## config.mk

```make
export PLATFORM = sky130hd
export DESIGN_NAME = tile_frame_drawer_flat
export DESIGN_NICKNAME = d
export VERILOG_FILES = /design/src/rtl/tile_frame_drawer_if.sv /design/src/rtl/tile_frame_drawer.sv /design/src/flat_wrapper.sv
export SDC_FILE = /design/constraint.sdc
export NUM_CORES = 1
export LEC_CHECK = 0
export CAP_MARGIN = 20
export CORE_ASPECT_RATIO = 0.9
export CORE_MARGIN = 4
export CORE_UTILIZATION = 57
export CTS_CLUSTER_DIAMETER = 60
export DETAILED_ROUTE_END_ITERATION = 10
export PLACE_DENSITY = 0.86
export SYNTH_ARGS = -nofsm -noshare
export SYNTH_HDL_FRONTEND = slang
export SYNTH_SLANG_ARGS = --single-unit
export TNS_END_PERCENT = 10
```

## constraint.sdc

```tcl
create_clock -name clk -period 10.85 [get_ports clk]
set_clock_uncertainty 0.05 [all_clocks]
set_input_delay 1.6275 -clock clk [delete_from_list [all_inputs] [get_ports clk]]
set_output_delay 1.6275 -clock clk [all_outputs]
set_load 0.01 [all_outputs]
```

## src/rtl/tile_frame_drawer_if.sv

```systemverilog
// Signal bundle between the tile frame drawer, its two ROMs and the pixel sink.
// The master side is the drawer; the slave side is the surrounding system.
interface tile_frame_drawer_if #(
   parameter int NUM_DIGITS = 3
);
   logic                    start;
   logic [2:0]              image_sel;
   logic [4*NUM_DIGITS-1:0] digits;
   logic [17:0]             img_addr;
   logic [23:0]             img_data;
   logic [11:0]             dig_addr;
   logic [23:0]             dig_data;
   logic [7:0]              x_out;
   logic [6:0]              y_out;
   logic [23:0]             colour_out;
   logic                    plot;
   logic                    busy;
   logic                    done;

   modport master (
      input  start, image_sel, digits, img_data, dig_data,
      output img_addr, dig_addr, x_out, y_out, colour_out, plot, busy, done
   );

   modport slave (
      output start, image_sel, digits, img_data, dig_data,
      input  img_addr, dig_addr, x_out, y_out, colour_out, plot, busy, done
   );
endinterface

```

## src/rtl/tile_frame_drawer.sv

```systemverilog
// Draws one frame in raster order: a banner of digit tiles (score, right-aligned)
// followed by a background image, fetching pixels from two fixed-latency ROMs.
module tile_frame_drawer #(
   parameter int SCREEN_W   = 160,
   parameter int BANNER_H   = 20,
   parameter int BODY_H     = 100,
   parameter int TILE_W     = 20,
   parameter int NUM_DIGITS = 3,
   parameter int ROM_LAT    = 1
) (
   input logic               clk,
   input logic               resetn,
   tile_frame_drawer_if.master bus
);

   localparam int              NUM_TILES   = SCREEN_W / TILE_W;
   localparam logic [7:0]      X_LAST      = 8'(SCREEN_W - 1);
   localparam logic [6:0]      BANNER_LAST = 7'(BANNER_H - 1);
   localparam logic [6:0]      Y_LAST      = 7'(BANNER_H + BODY_H - 1);
   localparam logic [7:0]      TX_LAST     = 8'(TILE_W - 1);
   localparam logic [1:0]      FLUSH_LAST  = 2'(ROM_LAT - 1);
   localparam logic [11:0]     ROW_STEP    = 12'(TILE_W);
   localparam logic [11:0]     DIG_STRIDE  = 12'(TILE_W * BANNER_H);
   localparam logic [17:0]     IMG_STRIDE  = 18'(SCREEN_W * BODY_H);

   typedef enum logic [1:0] {IDLE, BANNER, BODY, FLUSH} state_t;
   typedef enum logic [1:0] {SRC_BLACK, SRC_DIG, SRC_IMG} src_t;

   state_t                  state_q, state_d;
   logic [7:0]              x_q, x_d;
   logic [6:0]              y_q, y_d;
   logic [7:0]              tile_q, tile_d;
   logic [7:0]              tx_q, tx_d;
   logic [11:0]             dig_row_q, dig_row_d;
   logic [17:0]             img_cnt_q, img_cnt_d;
   logic [1:0]              flush_q, flush_d;
   logic                    done_q, done_d;
   logic [2:0]              sel_q, sel_d;
   logic [4*NUM_DIGITS-1:0] digits_q, digits_d;

   logic                    pipe_vld_q [ROM_LAT];
   logic                    pipe_vld_d [ROM_LAT];
   logic [7:0]              pipe_x_q   [ROM_LAT];
   logic [7:0]              pipe_x_d   [ROM_LAT];
   logic [6:0]              pipe_y_q   [ROM_LAT];
   logic [6:0]              pipe_y_d   [ROM_LAT];
   src_t                    pipe_src_q [ROM_LAT];
   src_t                    pipe_src_d [ROM_LAT];

   logic [7:0]              hold_x_q, hold_x_d;
   logic [6:0]              hold_y_q, hold_y_d;
   logic [23:0]             hold_colour_q, hold_colour_d;

   logic [3:0]              cur_digit;
   logic                    is_dig_tile;
   src_t                    cur_src;
   logic [17:0]             img_addr_w;
   logic [11:0]             dig_addr_w;
   logic                    plot_w;
   logic [23:0]             colour_w;

   always_comb begin
      state_d   = state_q;
      x_d       = x_q;
      y_d       = y_q;
      tile_d    = tile_q;
      tx_d      = tx_q;
      dig_row_d = dig_row_q;
      img_cnt_d = img_cnt_q;
      flush_d   = flush_q;
      done_d    = 1'b0;
      sel_d     = sel_q;
      digits_d  = digits_q;

      case (state_q)
         IDLE: begin
            if (bus.start) begin
               state_d   = BANNER;
               x_d       = '0;
               y_d       = '0;
               tile_d    = '0;
               tx_d      = '0;
               dig_row_d = '0;
               sel_d     = bus.image_sel;
               digits_d  = bus.digits;
            end
         end
         BANNER: begin
            if (x_q == X_LAST) begin
               x_d    = '0;
               tile_d = '0;
               tx_d   = '0;
               y_d    = y_q + 7'd1;
               if (y_q == BANNER_LAST) begin
                  state_d   = BODY;
                  img_cnt_d = 18'(sel_q) * IMG_STRIDE;
               end else begin
                  dig_row_d = dig_row_q + ROW_STEP;
               end
            end else begin
               x_d = x_q + 8'd1;
               if (tx_q == TX_LAST) begin
                  tx_d   = '0;
                  tile_d = tile_q + 8'd1;
               end else begin
                  tx_d = tx_q + 8'd1;
               end
            end
         end
         // The body is stored contiguously, so its address is a plain running count.
         BODY: begin
            img_cnt_d = img_cnt_q + 18'd1;
            if (x_q == X_LAST) begin
               x_d = '0;
               if (y_q == Y_LAST) begin
                  state_d = FLUSH;
                  flush_d = '0;
               end else begin
                  y_d = y_q + 7'd1;
               end
            end else begin
               x_d = x_q + 8'd1;
            end
         end
         FLUSH: begin
            if (flush_q == FLUSH_LAST) begin
               state_d = IDLE;
               done_d  = 1'b1;
            end else begin
               flush_d = flush_q + 2'd1;
            end
         end
         default: state_d = IDLE;
      endcase
   end

   always_comb begin
      cur_digit   = '0;
      is_dig_tile = 1'b0;
      for (int i = 0; i < NUM_DIGITS; i++) begin
         if (tile_q == 8'(NUM_TILES - 1 - i)) begin
            cur_digit   = digits_q[4*i +: 4];
            is_dig_tile = 1'b1;
         end
      end
      cur_src    = SRC_BLACK;
      img_addr_w = '0;
      dig_addr_w = '0;
      if (state_q == BANNER) begin
         if (is_dig_tile && (cur_digit <= 4'd9)) begin
            cur_src    = SRC_DIG;
            dig_addr_w = 12'(cur_digit) * DIG_STRIDE + dig_row_q + 12'(tx_q);
         end
      end else if (state_q == BODY) begin
         cur_src    = SRC_IMG;
         img_addr_w = img_cnt_q;
      end
   end

   // Position and source travel alongside the ROM read so they meet its data.
   always_comb begin
      pipe_vld_d[0] = (state_q == BANNER) || (state_q == BODY);
      pipe_x_d[0]   = x_q;
      pipe_y_d[0]   = y_q;
      pipe_src_d[0] = cur_src;
      for (int i = 1; i < ROM_LAT; i++) begin
         pipe_vld_d[i] = pipe_vld_q[i-1];
         pipe_x_d[i]   = pipe_x_q[i-1];
         pipe_y_d[i]   = pipe_y_q[i-1];
         pipe_src_d[i] = pipe_src_q[i-1];
      end

      plot_w = pipe_vld_q[ROM_LAT-1];
      case (pipe_src_q[ROM_LAT-1])
         SRC_DIG: colour_w = bus.dig_data;
         SRC_IMG: colour_w = bus.img_data;
         default: colour_w = '0;
      endcase

      hold_x_d      = hold_x_q;
      hold_y_d      = hold_y_q;
      hold_colour_d = hold_colour_q;
      if (plot_w) begin
         hold_x_d      = pipe_x_q[ROM_LAT-1];
         hold_y_d      = pipe_y_q[ROM_LAT-1];
         hold_colour_d = colour_w;
      end
   end

   always_ff @(posedge clk) begin
      if (!resetn) begin
         state_q       <= IDLE;
         x_q           <= '0;
         y_q           <= '0;
         tile_q        <= '0;
         tx_q          <= '0;
         dig_row_q     <= '0;
         img_cnt_q     <= '0;
         flush_q       <= '0;
         done_q        <= 1'b0;
         sel_q         <= '0;
         digits_q      <= '0;
         hold_x_q      <= '0;
         hold_y_q      <= '0;
         hold_colour_q <= '0;
         for (int i = 0; i < ROM_LAT; i++) begin
            pipe_vld_q[i] <= 1'b0;
            pipe_x_q[i]   <= '0;
            pipe_y_q[i]   <= '0;
            pipe_src_q[i] <= SRC_BLACK;
         end
      end else begin
         state_q       <= state_d;
         x_q           <= x_d;
         y_q           <= y_d;
         tile_q        <= tile_d;
         tx_q          <= tx_d;
         dig_row_q     <= dig_row_d;
         img_cnt_q     <= img_cnt_d;
         flush_q       <= flush_d;
         done_q        <= done_d;
         sel_q         <= sel_d;
         digits_q      <= digits_d;
         hold_x_q      <= hold_x_d;
         hold_y_q      <= hold_y_d;
         hold_colour_q <= hold_colour_d;
         pipe_vld_q    <= pipe_vld_d;
         pipe_x_q      <= pipe_x_d;
         pipe_y_q      <= pipe_y_d;
         pipe_src_q    <= pipe_src_d;
      end
   end

   assign bus.img_addr   = img_addr_w;
   assign bus.dig_addr   = dig_addr_w;
   assign bus.plot       = plot_w;
   assign bus.x_out      = plot_w ? pipe_x_q[ROM_LAT-1] : hold_x_q;
   assign bus.y_out      = plot_w ? pipe_y_q[ROM_LAT-1] : hold_y_q;
   assign bus.colour_out = plot_w ? colour_w : hold_colour_q;
   assign bus.busy       = (state_q != IDLE);
   assign bus.done       = done_q;

endmodule

```

## src/flat_wrapper.sv

```systemverilog
// flat-port wrapper written by rule: the top's interface ports become plain ports
module tile_frame_drawer_flat 
#(
   parameter int SCREEN_W   = 160,
   parameter int BANNER_H   = 20,
   parameter int BODY_H     = 100,
   parameter int TILE_W     = 20,
   parameter int NUM_DIGITS = 3,
   parameter int ROM_LAT    = 1
)
  (clk, resetn, bus_start, bus_image_sel, bus_digits, bus_img_data, bus_dig_data, bus_img_addr, bus_dig_addr, bus_x_out, bus_y_out, bus_colour_out, bus_plot, bus_busy, bus_done);
  tile_frame_drawer_if #(.NUM_DIGITS(NUM_DIGITS)) bus_i ();
  input logic clk;
  input logic resetn;
  input wire logic [$bits(bus_i.start)-1:0] bus_start;
  input wire logic [$bits(bus_i.image_sel)-1:0] bus_image_sel;
  input wire logic [$bits(bus_i.digits)-1:0] bus_digits;
  input wire logic [$bits(bus_i.img_data)-1:0] bus_img_data;
  input wire logic [$bits(bus_i.dig_data)-1:0] bus_dig_data;
  output wire logic [$bits(bus_i.img_addr)-1:0] bus_img_addr;
  output wire logic [$bits(bus_i.dig_addr)-1:0] bus_dig_addr;
  output wire logic [$bits(bus_i.x_out)-1:0] bus_x_out;
  output wire logic [$bits(bus_i.y_out)-1:0] bus_y_out;
  output wire logic [$bits(bus_i.colour_out)-1:0] bus_colour_out;
  output wire logic [$bits(bus_i.plot)-1:0] bus_plot;
  output wire logic [$bits(bus_i.busy)-1:0] bus_busy;
  output wire logic [$bits(bus_i.done)-1:0] bus_done;
  assign bus_i.start = bus_start;
  assign bus_i.image_sel = bus_image_sel;
  assign bus_i.digits = bus_digits;
  assign bus_i.img_data = bus_img_data;
  assign bus_i.dig_data = bus_dig_data;
  assign bus_img_addr = bus_i.img_addr;
  assign bus_dig_addr = bus_i.dig_addr;
  assign bus_x_out = bus_i.x_out;
  assign bus_y_out = bus_i.y_out;
  assign bus_colour_out = bus_i.colour_out;
  assign bus_plot = bus_i.plot;
  assign bus_busy = bus_i.busy;
  assign bus_done = bus_i.done;
  tile_frame_drawer #(.SCREEN_W(SCREEN_W), .BANNER_H(BANNER_H), .BODY_H(BODY_H), .TILE_W(TILE_W), .NUM_DIGITS(NUM_DIGITS), .ROM_LAT(ROM_LAT)) u_core (.clk(clk), .resetn(resetn), .bus(bus_i));
endmodule
```

==> results.md <==
* Clk slew on worst S/H paths at 0.06 ns
* # diodes at 0
* Req. time, crit path at 9.17 ns
* Final wirelength at 18.7 mm
* Syn Inst Count at 904
* Largest net degree at the start of global routing at 83
* Crit. End Element: output port
* Clock sinks at between 100 and 150
* Fin. Hold Viols at 0
* Detailed placement HPWL at approximately 13 mm
* Most used cell, CP: ha_1
* TritonCTS clock tree: yes
* FF-to-FF End: u_core.img_cnt_q[2]
* XOR/XNOR share of the synthesized area at 0.0414
* Fraction of layout cells with a size suffix above 1 at 0.0699
* Final nets at about 1,100
* Worst Hold Endpoint: u_core.digits_q[9]
* First-pass DRT Iterations at 5
* IO Port Bufs at 137
* Worst-Skew Late Latency at 0.42 ns
* Synth top area share at 0.358
* Critical Path AT at between 4 and 5 ns
* Cell with the most instances after synthesis: dfxtp_1
* Total power at 0.00159 W
* Power per cell area at between 150 and 200 nW/um^2
* Root buf cell: clkbuf_16
* Longest Clk Path Bufs at 2
* Mapped cell area at ~7600 sq um
* Maximum VDD drop at approximately 120 uV
* Via Count at 6,912
* Post-synthesis mux area share at 0.0319
* 1st-iter DRT viols at between 400 and 500
* Fraction of registers with async set/reset at 0
* Critical path class: register to output port
* Worst slew margin at 0.374
* Cell total after placement at 1,161
* Die ar. at between 15,000 and 20,000 sq um
* Vias in the first global route at 6,223
* Worst reg2reg setup slack at 8.11 ns
* Postcts setup bufs at 0
* Via density at 5.79
* Area Growth Syn to Fin at 25.9%
* Cts bufs inserted at 17
* Leakage at 3.62 nW
* Worst-margin pin slew at around 0.94 ns
* Core ar. at 12,900 sq um
* I/O pin cnt at ~140
* Site row count at 39
* Status: complete, no violations
* Period utilization at 0.598
* Library cells used by synthesis at 73
* Worst r2r src: u_core.pipe_x_d[0]
* Synth Area per Inst at 8.42 sq um
* Max-cap violations at 0
* CP max-delay cell: clkdlybuf4s50_1
* CP Cell Sequence: inv_1, ha_1, and3b_2, o21ai_0, and3_2, ha_1, ha_1, inv_1, fa_1, inv_1, ha_1, ha_1, a211oi_1, a21oi_1, a31oi_1, xnor2_1, nor2_1, clkdlybuf4s50_1
* Compound-Gate Fraction of Synth Area at 0.184
* Synth Area in Simple Gates at 0.230
* Final min period at 6.49 ns
* Largest family of logic cells by synthesized area: simple AND/OR/NAND/NOR gates
* Leading area contributor after synthesis: dfxtp_1
* Hold_buf cts at 0
* Setup TNS at 0 ns
* Final ANT Viol Nets at 0
* Wire per inst at about 16 um
* List of most frequent post-synthesis cells: 136 x dfxtp_1, 75 x and2_1, 74 x nand2_1
* Die width at roughly 130 um
* Predominant post-synthesis flop cell: dfxtp_1
* Syn_nets at 1,023
* Synth Area in Adders at 0.0950
* Routability cong. at 0.868
* FMAX at around 150 MHz
* Yosys reg bits at 136
* Starting Density at 0.591
* YS warnings at 0
* Largest cells by area after synthesis: dfxtp_1 36%, ha_1 7.4%, and2_1 6.2%, nand2_1 3.7%, inv_1 3.2%
* Grt total ovfl at 0
* CTS resizes at 0
* Non-filler cells, final at 1,194
* HP Start: u_core.digits_q[9]
* Slew Limit Fails at 0
* Post-synth EDFFs at 0
* DRC Markers at 0
* WHS Path Cells at 2
* RSZ-0062 raised after global routing: no
* Seq/Total Area, Yosys at 0.358
* Die Span Y at ~120 um
* CP bufs+invs at 4
* Setup-failing EPs final at 0
* First-pass GRT wire length at ~30 mm
* FF-to-FF path depth at 6
* Max stage delay on crit path at 0.54 ns
* Antenna violations before repair at 0
* Top Family by Delay on Critical Path: adder cells
* Tot GR Track Use at 0.239
* H-tree Lvls at 4
* Worst Setup Start Kind: register
* Crit Path Max Fanout at 9
* Hold crit path type: register to register
* Fill count at 967
* Crit path launch: u_core.tile_q[0]
[metal layers]
layer,vias up,part of all wire,GRT usage
met5,-,0,0
met4,0,0.019,0.0753
met3,27,0.090,0.0644
met2,266,0.44,0.366
met1,3194,0.45,0.328
li1,3425,-,-
[where the power goes]
group | internal, W | switching [W]
Sequential | 0.000538 | 0.0000420
Clock | 0.000310 | 0.000216
Combinational | 0.000179 | 0.000305
Total | 0.00103 | 0.000564
[registers in the layout, summed over array words and instances (netlist names)]
name                  cells
u_core.digits_q          12
u_core.state_q            2
u_core.flush_q            2
u_core.pipe_src_q         2
u_core.hold_colour_q     24
u_core.bus.plot           1
u_core.pipe_y_q           7
u_core.hold_y_q           7
u_core.sel_q              3
u_core.tile_q             8
u_core.dig_row_q         10
u_core.tx_q               8
u_core.pipe_x_q           8
u_core.pipe_x_d           8
u_core.bus.done           1
u_core.hold_x_q           8
u_core.pipe_y_d           7
u_core.img_cnt_q         18
[worst max path at each step]
stage | endpoint | slack (ns) | cells after the start
after floorplan | bus_dig_addr[11] | 5.55 | 18
after global placement | bus_dig_addr[11] | 4.93 | 18
after detailed placement | bus_dig_addr[11] | 4.85 | 18
after CTS | bus_dig_addr[11] | 4.39 | 18
after global routing | bus_dig_addr[11] | 4.14 | 18
final | bus_dig_addr[11] | 4.36 | 18
[area by class of cell]
| class | count | area, sq um | area share |
|---|---|---|---|
| flip-flops and latches | 136 | 2720 | 0.284 |
| clock buffers | 22 | 474 | 0.0495 |
| repair buffers | 145 | 1430 | 0.149 |
| multi-input cells | 653 | 4440 | 0.463 |
| well taps | 164 | 205 | 0.0214 |
| inverters | 65 | 244 | 0.0255 |
| clock inverters | 9 | 67.6 | 0.00705 |
[through the flow]
| step | area [sq um] | hold slack (ns) | worst slack [ns] | utilization |
|---|---|---|---|---|
| after floorplan | 7610 | 0.381 | 5.55 | - |
| after global placement | 9020 | 0.394 | 4.93 | 0.700 |
| after detailed placement | 9020 | 0.395 | 4.85 | 0.700 |
| after CTS | 9560 | 0.403 | 4.39 | 0.742 |
| after global routing | 9580 | 0.437 | 4.14 | 0.743 |
| final | 9580 | 0.402 | 4.36 | 0.743 |
[logic make-up (layout without fill, tap and decap cells)]
group / count (synthesis) / in the layout
and+or+nand+nor: 327 / 327
buffers and inverters: 115 / 241
adders and majority gates: 53 / 53
DFF: 136 / 136
xor gates and xnor gates: 36 / 36
other: 1 / 1
AOI/OAI and AO/OA: 214 / 214
muxes: 22 / 22
[worst min-delay path, stage by stage (launching register included)]
cell and delay (ns):
dfxtp_1 0.30, nand2_1 0.05, a21oi_1 0.05
[cell usage in the layout, fill, tap and decap left out, drive strengths merged, types with 5 or more instances in the layout]
cell	instances
mux2	18
o31ai	10
ha	45
a211oi	6
o211ai	12
nand4	14
nor2	55
xor2	16
a21oi	47
a22oi	25
nor3b	5
nand2	74
inv	67
xnor2	20
clkdlybuf4s50	136
clkbuf	22
a31oi	9
and2	76
dfxtp	136
or4	10
nand3	29
o21ai	38
nand2b	11
and3	13
fa	8
o22ai	31
nor3	15
buf	9
No activity file was read; power rests on OpenSTA's default activity.
==> variant 1: new RTL, config.mk and constraints unchanged <==
`ROM_LAT` is set to 1 in 2 places; all go to 2.
--- a/src/rtl/tile_frame_drawer.sv
+++ b/src/rtl/tile_frame_drawer.sv
@@ -8,3 +8,3 @@
    parameter int NUM_DIGITS = 3,
-   parameter int ROM_LAT    = 1
+   parameter int ROM_LAT    = 2
 ) (
--- a/src/flat_wrapper.sv
+++ b/src/flat_wrapper.sv
@@ -8,3 +8,3 @@
    parameter int NUM_DIGITS = 3,
-   parameter int ROM_LAT    = 1
+   parameter int ROM_LAT    = 2
 )
Formal check against the unedited RTL: not equivalent (a bounded check fails within 4 cycles, from zero or initial values and one cycle with resetn low).
==> variant 1 against the original RTL <==
Sequential power increased by 12%; sequential cell count increased by 18; setup slack improved by 0.12 ns; power increased by 2.6%; die area increased by 2.9%; cell area increased by 3.0%; area after synthesis increased by 3.2%; non-clock buffer count decreased by 4; routed wire length decreased by 5.0%; critical path depth decreased by 1; largest power group unchanged; highest routed layer unchanged.
==> variant 1: results <==
metrics = {
    "run_status": {
        "run_status": "finished, final reports clean",
    },
    "yosys": {
        "synthesis.yosys.warnings": 0,
        "synthesis.nets": 1041,
        "synth_cell_types": 62,
        "synth_xor_area_share_pct": 4.46,
        "synth_adder_area_share_pct": 9.21,
        "yosys-top-cells-count": "154 x sky130_fd_sc_hd__dfxtp_1, 97 x sky130_fd_sc_hd__and2_1, 94 x sky130_fd_sc_hd__nand2_1",
        "ys_top_cells_by_area": "sky130_fd_sc_hd__dfxtp_1 39%, sky130_fd_sc_hd__and2_1 7.7%, sky130_fd_sc_hd__ha_1 7.2%",
        "synth-compound-area-share_pct": 15.5,
        "seq_area_frac_synth_pct": 39.3,
        "post_synthesis_mux_area_share_pct": 2.57,
    },
    "global_route": {
        "number_of_global_route_vias_before_repair": 6250,
        "groute.usage.overall_pct": 22.5,
        "global_route_wire_length_before_repair_mm": 29.5,
        "grt_max_degree": 93,
    },
    "route": {
        "wl_mm": 17.8,
        "drc": 0,
        "detailedRoute.firstIterationViolations": 362,
        "dr_total_vias": 6683,
        "drt_pass1_iterations": 5,
    },
    "finish": {
        "finish.net_count": 1157,
        "post_route_cells_drive_above_1_share_pct": 5.99,
    },
    "timing": {
        "worst_hold_slack_ns": 0.381,
        "timing_worst_slew_pin_value_ns": 1.02,
    },
    "critical_path": {
        "reg2reg_start": "u_core.x_q[0]",
        "worstReg2RegEnd": "u_core.img_cnt_q[3]",
        "timing.reg2reg.setup_slack_ns": 8.10,
        "reg2reg_depth": 7,
        "critical_path_arrival_ns": 4.69,
    },
    "clocking": {
        "clkTransAtPathRegs_ns": 0.06,
    },
    "min_path": {
        "hold_start": "u_core.pipe_src_d[0]",
        "hold-path-endpoint": "u_core.pipe_src_q[0]",
        "hold-path-cell-count": 1,
    },
    "power": {
        "worst_ir_drop_vdd_v": 0.000149,
        "cellLeakagePower_nw": 3.90,
    },
    "flow_run": {
        "max_cap_viol_count": 0,
    },
    "placement": {
        "gpl.final_weighted_congestion": 0.858,
        "preCtsSetupSlack_ns": 4.97,
        "post-dp-hpwl_mm": 12.6,
    },
}
[variant 1: cell types whose count changed after synthesis, moves of 10 or more]
cell	unedited run	this run
sky130_fd_sc_hd__o211ai_1	12	1
sky130_fd_sc_hd__nand2_1	74	94
sky130_fd_sc_hd__and2_1	75	97
sky130_fd_sc_hd__dfxtp_1	136	154
sky130_fd_sc_hd__xor2_1	16	26
sky130_fd_sc_hd__a21oi_1	47	60
[variant 1: routing by layer]
| metal | up-vias | part of all wire (%) | GRT usage (%) |
|---|---|---|---|
| li1 | 3381 | - | - |
| met4 | 0 | 1.7 | 7.09 |
| met3 | 28 | 5.1 | 6.21 |
| met5 | - | 0 | 0 |
| met2 | 180 | 48 | 36.7 |
| met1 | 3094 | 46 | 29.2 |
[variant 1: cell type report]
class / instances / area, sq um
inverters: 61 / 229
well taps: 168 / 210
repair buffers: 141 / 1400
multi-input cells: 663 / 4360
clock buffers: 17 / 425
fillers: 997 / 3550
flip-flops and latches: 154 / 3080
clock inverters: 15 / 159
[variant 1: where the power goes]
| group | internal (mW) | leakage [nW] | switching, mW |
|---|---|---|---|
| Combinational | 0.147 | 2.36 | 0.252 |
| Clock | 0.342 | 0.293 | 0.241 |
| Sequential | 0.608 | 1.24 | 0.0421 |
[variant 1: how the worst max path moves through the flow]
stage	start	end	slack (ns)	depth (start not counted)
2_1_floorplan	u_core.tile_q[0]	bus_dig_addr[11]	5.65	18
3_3_place_gp	u_core.tile_q[0]	bus_dig_addr[11]	5.18	17
3_5_place_dp	u_core.tile_q[0]	bus_dig_addr[11]	4.97	17
4_1_cts	u_core.tile_q[0]	bus_dig_addr[11]	4.49	17
5_1_grt	u_core.tile_q[0]	bus_dig_addr[11]	4.23	17
6_report	u_core.tile_q[0]	bus_dig_addr[11]	4.48	17
[variant 1: kinds of logic after synthesis]
kind of cell             count (synthesis)
AND/OR/NAND/NOR                        359
AO/OA/AOI/OAI                          192
flip-flops                             154
buffers and inverters                  105
adder cells (fa/ha/maj)                 53
XOR/XNOR                                40
multiplexers                            18
other                                    1
[variant 1: stage by stage]
step	instances	cell area, sq um
final	1219	9870
after global routing	1219	9870
after CTS	1219	9870
after detailed placement	1187	9280
after global placement	1187	9280
after floorplan	922	7850
==> variant 2: new RTL, same flow settings <==
Without the edit above. The 4 states of `state_t` get a one-hot encoding in 4 bits.
--- a/src/rtl/tile_frame_drawer.sv
+++ b/src/rtl/tile_frame_drawer.sv
@@ -25,3 +25,3 @@
 
-   typedef enum logic [1:0] {IDLE, BANNER, BODY, FLUSH} state_t;
+   typedef enum logic [3:0] {IDLE = 4'b0001, BANNER = 4'b0010, BODY = 4'b0100, FLUSH = 4'b1000} state_t;
    typedef enum logic [1:0] {SRC_BLACK, SRC_DIG, SRC_IMG} src_t;
Behaviour: no difference found for any inputs over 10 cycles, from zero or initial values and one cycle with resetn low; not proved beyond that.
==> variant 2 against the original RTL <==
Setup slack worse by 0.27 ns; routed wire length up 1.8%; core utilization up 0.49 points; critical path depth up 1; area after synthesis down 0.64%; fmax down 3.9%; sequential cell count up 2; cell area up 0.27%.
Power is not compared: it rests on default switching activity, and its combinational part moved more than twofold at a synthesized area within 25%.
==> variant 2: results <==
metrics = {
    "timing": {
        "fmax_mhz": 148,
        "timing_worst_slew_pin_value_ns": 0.935,
        "worst_hold_slack_ns": 0.399,
    },
    "yosys": {
        "syn_area_per_cell_sq_um": 8.43,
        "synth-compound-area-share_pct": 18.2,
        "synth_xor_area_share_pct": 3.13,
        "synthesis.nets": 1012,
        "ys_top_cells_by_area": "sky130_fd_sc_hd__dfxtp_1 37%, sky130_fd_sc_hd__ha_1 6.8%, sky130_fd_sc_hd__and2_1 6.0%",
        "yosys-top-cells-count": "138 x sky130_fd_sc_hd__dfxtp_1, 77 x sky130_fd_sc_hd__a21oi_1, 73 x sky130_fd_sc_hd__and2_1",
        "post_synthesis_mux_area_share_pct": 3.56,
        "seq_area_frac_synth_pct": 36.5,
        "synth_cell_types": 74,
        "synth_adder_area_share_pct": 8.90,
    },
    "finish": {
        "largestRegisters": "u_core.hold_colour_q x24, u_core.img_cnt_q x18, u_core.digits_q x12",
        "fillCellCount": 985,
        "post_route_cells_drive_above_1_share_pct": 6.80,
        "finish.net_count": 1131,
    },
    "route": {
        "met2WireLength_mm": 8.94,
        "wl_mm": 19.0,
        "dr_total_vias": 6938,
        "routed_via_density": 5.82,
        "detailedRoute.firstIterationViolations": 523,
        "m1WireLength_mm": 8.17,
        "routed-wl-met3_mm": 1.57,
    },
    "min_path": {
        "hold-path-cell-count": 2,
        "hold-path-endpoint": "u_core.digits_q[1]",
        "hold_start": "u_core.digits_q[1]",
    },
    "placement": {
        "portBuffers": 137,
        "post-dp-hpwl_mm": 13.3,
        "preCtsSetupSlack_ns": 4.69,
        "placed_cell_area_sq_mm": 0.00901,
        "gpl.final_weighted_congestion": 0.879,
    },
    "critical_path": {
        "critical_path_arrival_ns": 5.08,
        "critical-path-max-stage-delay_ns": 0.56,
        "worstReg2RegEnd": "u_core.pipe_src_q[0]",
        "timing.reg2reg.setup_slack_ns": 7.84,
        "reg2reg_depth": 11,
    },
    "global_route": {
        "grtUsageMet2_pct": 42.1,
        "global_route_wire_length_before_repair_mm": 30.6,
        "grt.met3_usage_pct": 5.76,
        "number_of_global_route_vias_before_repair": 6388,
        "groute.usage.overall_pct": 24.9,
        "grt_util_met1_pct": 31.2,
        "grt_max_degree": 69,
    },
    "clocking": {
        "ctsRootBufferMaster": "sky130_fd_sc_hd__clkbuf_16",
        "cts.htree.levels": 4,
    },
    "power": {
        "power.sequential.fraction_pct": 44.0,
        "cellLeakagePower_nw": 3.62,
    },
    "run_status": {
        "run_status": "finished, final reports clean",
    },
}
## variant 2: cell types whose count changed in the layout (fill, tap and decap cells not counted), sizes merged, moves of 6 or more
| cell | before | now |
|---|---|---|
| nor3 | 15 | 9 |
| xor2 | 16 | 9 |
| nor2 | 55 | 67 |
| o21ai | 38 | 27 |
| inv | 67 | 61 |
| mux2i | 4 | 10 |
| o22ai | 31 | 24 |
| a21oi | 47 | 77 |
| nand3b | 1 | 7 |
| nand4 | 14 | 8 |
| or3 | 4 | 14 |
## variant 2: final cells by class
type,instances,area [sq um],share of cell area (%)
inverters,60,225,2.34
well taps,164,205,2.14
flip-flops and latches,138,2760,28.8
repair buffers,144,1420,14.8
multi-input cells,655,4400,45.8
clock buffers,22,454,4.73
clock inverters,10,143,1.49
## variant 2: worst min-delay path: cells and delay by family, from the launching register on
| family | cells | cell delay (ns) |
|---|---|---|
| AOI/OAI and AO/OA | 1 | 0.05 |
| and+or+nand+nor | 1 | 0.05 |
| DFF | 1 | 0.30 |
